[src/rtl/counter_arbiter_pkg.sv]
// Shared types and default sizing for the counter arbiter.
package counter_arbiter_pkg;

  typedef enum logic [1:0] {
    IDLE = 2'd0,
    RUN  = 2'd1,
    DONE = 2'd2
  } arb_state_t;

  localparam int unsigned COUNTER_ARB_WIDTH_DEF = 8;
  localparam int unsigned COUNTER_ARB_NREQ_DEF  = 4;

endpackage

[src/rtl/counter_arbiter_rr_arbiter.sv]
// Round-robin arbiter: one-hot winner from the request vector and a pointer
// holding the last winner; the search starts one position past the pointer.
module rr_arbiter
  import counter_arbiter_pkg::*;
#(
  parameter int unsigned N_REQ = COUNTER_ARB_NREQ_DEF
) (
  input  logic             i_clk,
  input  logic             i_rst,
  input  logic [N_REQ-1:0] i_req,
  input  logic             i_update,
  output logic [N_REQ-1:0] o_winner,
  output logic             o_any
);

  localparam int unsigned     PW   = $clog2(N_REQ);
  localparam logic [PW-1:0]   LAST = PW'(N_REQ - 1);

  logic [PW-1:0]    r_ptr;
  logic [PW-1:0]    w_idx;
  logic [PW-1:0]    w_cand;
  int unsigned      w_sum;
  logic             w_found;
  logic [N_REQ-1:0] w_winner;

  // Scan candidates ptr+1 .. ptr+N_REQ (mod N_REQ); first asserted request wins.
  always_comb begin
    w_winner = '0;
    w_idx    = r_ptr;
    w_cand   = '0;
    w_sum    = 0;
    w_found  = 1'b0;
    for (int unsigned k = 1; k <= N_REQ; k++) begin
      w_sum  = (32'(r_ptr) + k) % N_REQ;
      w_cand = PW'(w_sum);
      if (!w_found && i_req[w_cand]) begin
        w_found          = 1'b1;
        w_winner[w_cand] = 1'b1;
        w_idx            = w_cand;
      end
    end
  end

  assign o_winner = w_winner;
  assign o_any    = w_found;

  // Pointer remembers the last winner; reset value makes requester 0 next.
  always_ff @(posedge i_clk or posedge i_rst) begin
    if (i_rst) begin
      r_ptr <= LAST;
    end else if (i_update) begin
      r_ptr <= w_idx;
    end
  end

endmodule

[src/rtl/counter_arbiter.sv]
// Time-shares one up-counter between N_REQ requesters, granted round-robin.
// Optional feature macro: COUNTER_ARBITER_ABORT_EN adds abort/aborted.
module counter_arbiter
  import counter_arbiter_pkg::*;
#(
  parameter int unsigned N_REQ = COUNTER_ARB_NREQ_DEF,
  parameter int unsigned WIDTH = COUNTER_ARB_WIDTH_DEF
) (
  input  logic                   clk,
  input  logic                   reset,
  input  logic [N_REQ-1:0]       req,
  input  logic [N_REQ*WIDTH-1:0] req_limit,
  output logic [N_REQ-1:0]       grant,
  output logic [N_REQ-1:0]       done,
  output logic                   busy,
  output logic [WIDTH-1:0]       value
`ifdef COUNTER_ARBITER_ABORT_EN
  ,
  input  logic                   abort,
  output logic                   aborted
`endif
);

  arb_state_t       r_state, w_state_nxt;
  logic [N_REQ-1:0] r_grant, w_grant_nxt;
  logic [N_REQ-1:0] r_done,  w_done_nxt;
  logic [WIDTH-1:0] r_value, w_value_nxt;
  logic [WIDTH-1:0] r_lim,   w_lim_nxt;
  logic             r_aborted, w_aborted_nxt;
  logic             w_take;
  logic [N_REQ-1:0] w_winner;
  logic             w_any;
  logic [WIDTH-1:0] w_lim_sel;

  rr_arbiter #(
    .N_REQ (N_REQ)
  ) u_rr (
    .i_clk    (clk),
    .i_rst    (reset),
    .i_req    (req),
    .i_update (w_take),
    .o_winner (w_winner),
    .o_any    (w_any)
  );

  // Select the winner's terminal count slice (winner is one-hot or zero).
  always_comb begin
    w_lim_sel = '0;
    for (int unsigned i = 0; i < N_REQ; i++) begin
      if (w_winner[i]) begin
        w_lim_sel = req_limit[i*WIDTH +: WIDTH];
      end
    end
  end

  // Next-state and next-output logic for the IDLE/RUN/DONE sequence.
  always_comb begin
    w_state_nxt   = r_state;
    w_grant_nxt   = r_grant;
    w_done_nxt    = '0;
    w_value_nxt   = r_value;
    w_lim_nxt     = r_lim;
    w_aborted_nxt = 1'b0;
    w_take        = 1'b0;
    case (r_state)
      IDLE: begin
        if (w_any) begin
          w_take      = 1'b1;
          w_grant_nxt = w_winner;
          w_lim_nxt   = w_lim_sel;
          w_value_nxt = '0;
          w_state_nxt = RUN;
        end
      end
      RUN: begin
        // Reaching the terminal count takes precedence over a same-edge abort.
        if (r_value == r_lim) begin
          w_state_nxt = DONE;
          w_done_nxt  = r_grant;
        end
`ifdef COUNTER_ARBITER_ABORT_EN
        else if (abort) begin
          w_state_nxt   = DONE;
          w_done_nxt    = r_grant;
          w_aborted_nxt = 1'b1;
        end
`endif
        else begin
          w_value_nxt = r_value + WIDTH'(1);
        end
      end
      DONE: begin
        w_grant_nxt = '0;
        w_state_nxt = IDLE;
      end
      default: begin
        w_grant_nxt = '0;
        w_state_nxt = IDLE;
      end
    endcase
  end

  // State and datapath registers; reset abandons any interval without a done.
  always_ff @(posedge clk or posedge reset) begin
    if (reset) begin
      r_state   <= IDLE;
      r_grant   <= '0;
      r_done    <= '0;
      r_value   <= '0;
      r_lim     <= '0;
      r_aborted <= 1'b0;
    end else begin
      r_state   <= w_state_nxt;
      r_grant   <= w_grant_nxt;
      r_done    <= w_done_nxt;
      r_value   <= w_value_nxt;
      r_lim     <= w_lim_nxt;
      r_aborted <= w_aborted_nxt;
    end
  end

  assign grant = r_grant;
  assign done  = r_done;
  assign busy  = (r_state != IDLE);
  assign value = r_value;

`ifdef COUNTER_ARBITER_ABORT_EN
  assign aborted = r_aborted;
`else
  logic w_unused;
  assign w_unused = r_aborted;
`endif

endmodule

[config.mk]
export PLATFORM = sky130hd
export DESIGN_NAME = counter_arbiter
export DESIGN_NICKNAME = d
export VERILOG_FILES = /design/src/rtl/counter_arbiter_pkg.sv /design/src/rtl/counter_arbiter_rr_arbiter.sv /design/src/rtl/counter_arbiter.sv
export SDC_FILE = /design/constraint.sdc
export NUM_CORES = 1
export LEC_CHECK = 0
export ABC_AREA = 1
export ABC_CLOCK_PERIOD_IN_PS = 3000
export CAP_MARGIN = 25
export CORE_UTILIZATION = 49
export DETAILED_ROUTE_END_ITERATION = 12
export PLACE_DENSITY = 0.92
export SYNTH_ARGS = -nofsm -noshare
export SYNTH_HDL_FRONTEND = slang
export SYNTH_SLANG_ARGS = --single-unit
[constraint.sdc]
create_clock -name clk -period 3 [get_ports clk]
set_input_delay 0.3 -clock clk [delete_from_list [all_inputs] [get_ports clk]]
set_output_delay 0.3 -clock clk [all_outputs]
set_load 0.1 [all_outputs]
==> impl_metrics.py <==
metrics = {
    "placed_design": {
        "placedInstanceArea_mm2": 0.00268,
        "port_buffers": 54,
        "gp_congestion": 0.880,
        "dp_slack_ps": 396,
        "dp_cells": 403,
        "place_hpwl_um": 3950,
    },
    "pwr": {
        "ir_worst_vdd_mv": 0.176,
        "p_sw_mw": 0.178,
        "p_per_area_mw_per_mm2": 288,
        "pwr-share-clk_pct": 38.7,
        "p_int_mw": 0.613,
        "leakage_nw": 1.39,
        "switching_share_pct": 22.5,
        "pwr-share-seq_pct": 47.7,
        "combinationalPowerShare_pct": 13.6,
    },
    "worst_setup_path": {
        "path_cells": "inv_1 > ha_1 > inv_1 > nand3_2 > nand2_4 > nand2_4 > nor2_4 > inv_2 > nor2_4 > nor2_4 > inv_4 > nand2_4 > inv_2 > nand2_1 > o21ai_1",
        "cp_top_family": "simple AND/OR/NAND/NOR gates",
        "cpPeakStageDelay_ps": 620,
        "slowest_stage": "dfstp_2",
        "crit_buf_inv": 5,
        "cp_max_fo": 12,
        "arrival_ps": 2830,
        "critical_path_required_ps": 3170,
        "endpoint_kind": "flop",
        "cp-start-kind": "flop",
        "criticalPathCategory": "flop to flop",
    },
    "synth": {
        "synth_edf_count": 0,
        "synth-seq-cells": 28,
        "netlist_area_mm2": 0.00212,
        "yosysMostFrequentCell": "nand2_1",
        "ys.flop_type": "dfrtp_1",
        "yosysSeqAreaShare_pct": 33.2,
        "ys_top_cells_by_count": "97 x nand2_1, 33 x nand3_1, 31 x inv_1",
        "synth_nets": 347,
        "postSynthAreaPerCell_um2": 7.07,
        "yosys_warnings": 0,
        "synth_cell_types": 27,
        "synth_area_leaders": "dfrtp_1 31%, nand2_1 17%, nand3_1 7.8%",
        "async_reset_ff_share_pct": 100,
        "yosysTopAreaCellShare_pct": 30.7,
        "yosys.area.top_type": "dfrtp_1",
        "synth_cells": 300,
    },
    "route": {
        "drc_errors": 0,
        "vias": 2113,
        "drtAntennaViolNets": 0,
        "drtIter0Drc": 157,
        "first_pass_iters": 4,
        "wl_per_cell_um": 12.7,
        "viasPerCell": 5.19,
        "wirelength_um": 5160,
    },
    "sta": {
        "fin_ws_ps": 341,
        "max_slew_margin_pct": 35.4,
        "setup_viol": 0,
        "hold_viol_final": 0,
        "clock_skew_ps": 5.59,
        "fmax_ghz": 0.376,
        "rsz0062_at_grt": "false",
        "fin_setup_tns_ps": 0,
        "drv_slew": 0,
        "fin_crit_sh_pct": 88.6,
        "worst_pin_slew_ps": 965,
        "fin_crit_ps": 2660,
    },
    "clock_tree": {
        "post_cts_buffers": 0,
        "cts_sinks": 28,
        "ctsHtreeMaxLevel": 1,
        "postCtsHoldBufs": 0,
        "clk_pin_slew_ps": 100,
        "insertion_delay_ps": 280,
        "post_cts_resized": 0,
        "cts_buffer_depth": 2,
        "cts_buffers": 3,
        "root_buffer": "clkbuf_8",
        "cts_tree": "yes",
    },
    "cells_and_area": {
        "diodes": 0,
        "final_layout_size_suffix_gt1_share_pct": 16.0,
        "syn_to_final_growth_pct": 29.6,
        "fill_cells": 332,
        "multi_input_area_mm2": 0.00126,
        "fin_nets": 405,
        "final_core_util_pct": 67.2,
        "final_area_mm2": 0.00275,
        "fin_cells": 407,
        "register_area_um2": 703,
    },
    "global_route": {
        "grtUsageTotal_pct": 24.7,
        "antenna_found_initial": 0,
        "grt_max_degree": 29,
        "grt_pass1_wl_um": 8640,
        "grt_overflow": 0,
        "grt_pass1_vias": 2008,
    },
    "floorplanning": {
        "start_util_pct": 51.9,
        "die_area_mm2": 0.00460,
        "rows": 23,
        "core_mm2": 0.00409,
        "ios": 55,
        "die_w_um": 67.8,
        "die_h_um": 67.8,
    },
    "job": {
        "cap_violations": 0,
    },
    "status": {
        "outcome": "complete, no violations",
    },
    "hold_path": {
        "hold_path.class": "primary input to asynchronous set/reset pin",
    },
}
==> power by group through the flow <==
stage          logic [mW]  registers [mW]  clock network [mW]
2_1_floorplan      0.0445           0.385                   0
3_3_place_gp        0.105           0.385                   0
3_5_place_dp        0.107           0.385                   0
4_1_cts             0.108           0.377               0.306
5_1_grt             0.119           0.377               0.325
6_report            0.107           0.377               0.306
==> metrics by stage <==
step | power [mW] | hold slack, ps
after floorplan | 0.429 | 364
after global placement | 0.489 | 515
after detailed placement | 0.491 | 519
after CTS | 0.791 | 386
after global routing | 0.821 | 424
final | 0.791 | 367
==> worst min-delay path, stage by stage <==
cell             delay [ps]
clkdlybuf4s50_1         390
inv_1                    50
buf_4                   320
==> cells in the final DEF (no fill, tap or decap), types with 2 or more instances in the layout <==
master           count
nand2_1             97
clkdlybuf4s50_1     41
nand3_1             33
inv_1               31
dfrtp_1             26
nor2_1              19
a21oi_1             16
buf_4               14
xor2_1              10
ha_1                 9
o21ai_0              8
nor2_2               8
nand2_2              6
inv_2                4
nor2_4               4
nor3_1               4
nand3_2              3
nand2_4              3
or2_2                3
o21ai_2              3
clkbuf_8             3
nand3_4              2
nand4_1              2
dfstp_2              2
==> registers in the layout (all words and copies together) (netlist names) <==
name / count
done: 4
grant: 4
r_lim: 8
r_state: 2
u_rr.r_ptr: 2
value: 8
==> routing by layer <==
layer / share of wire [%] / global-route usage [%] / vias to the layer above / wire length (um)
met1: 43 / 30.1 / 965 / 2230
met5: 0 / 0 / - / 0
met3: 6.1 / 5.07 / 8 / 314
met4: 0.91 / 7.29 / 0 / 47
li1: - / - / 1063 / -
met2: 50 / 43.2 / 77 / 2570
==> path summary, 6_finish.rpt <==
| kind | from | end | slack [ps] | cells after the start |
|---|---|---|---|---|
| max in group asynchronous | reset | u_rr.r_ptr[0] | 2330 | 3 |
| max reg2reg | u_rr.r_ptr[1] | value[0] | 340 | 15 |
| min | reset | value[1] | 370 | 3 |
| min in group clk | grant[0] | done[0] | 530 | 2 |
| max | u_rr.r_ptr[1] | value[0] | 340 | 15 |
| min reg2reg | grant[0] | done[0] | 530 | 2 |
==> final cells by class <==
class | instances | share of cell area [%]
inverters | 36 | 5.01
multi-input cells | 234 | 45.8
flip-flops and latches | 28 | 25.6
clock inverters | 1 | 1.09
clock buffers | 3 | 1.50
repair buffers | 55 | 18.8
well taps | 50 | 2.28
==> kinds of logic after synthesis <==
kind of cell             share of synthesized area (%)
AO/OA/AOI/OAI                                     7.79
XOR/XNOR                                          4.54
adder cells (fa/ha/maj)                           5.31
buffers and inverters                             7.55
flip-flops                                        33.2
AND/OR/NAND/NOR                                   41.7
No activity file was read; power rests on OpenSTA's default activity.
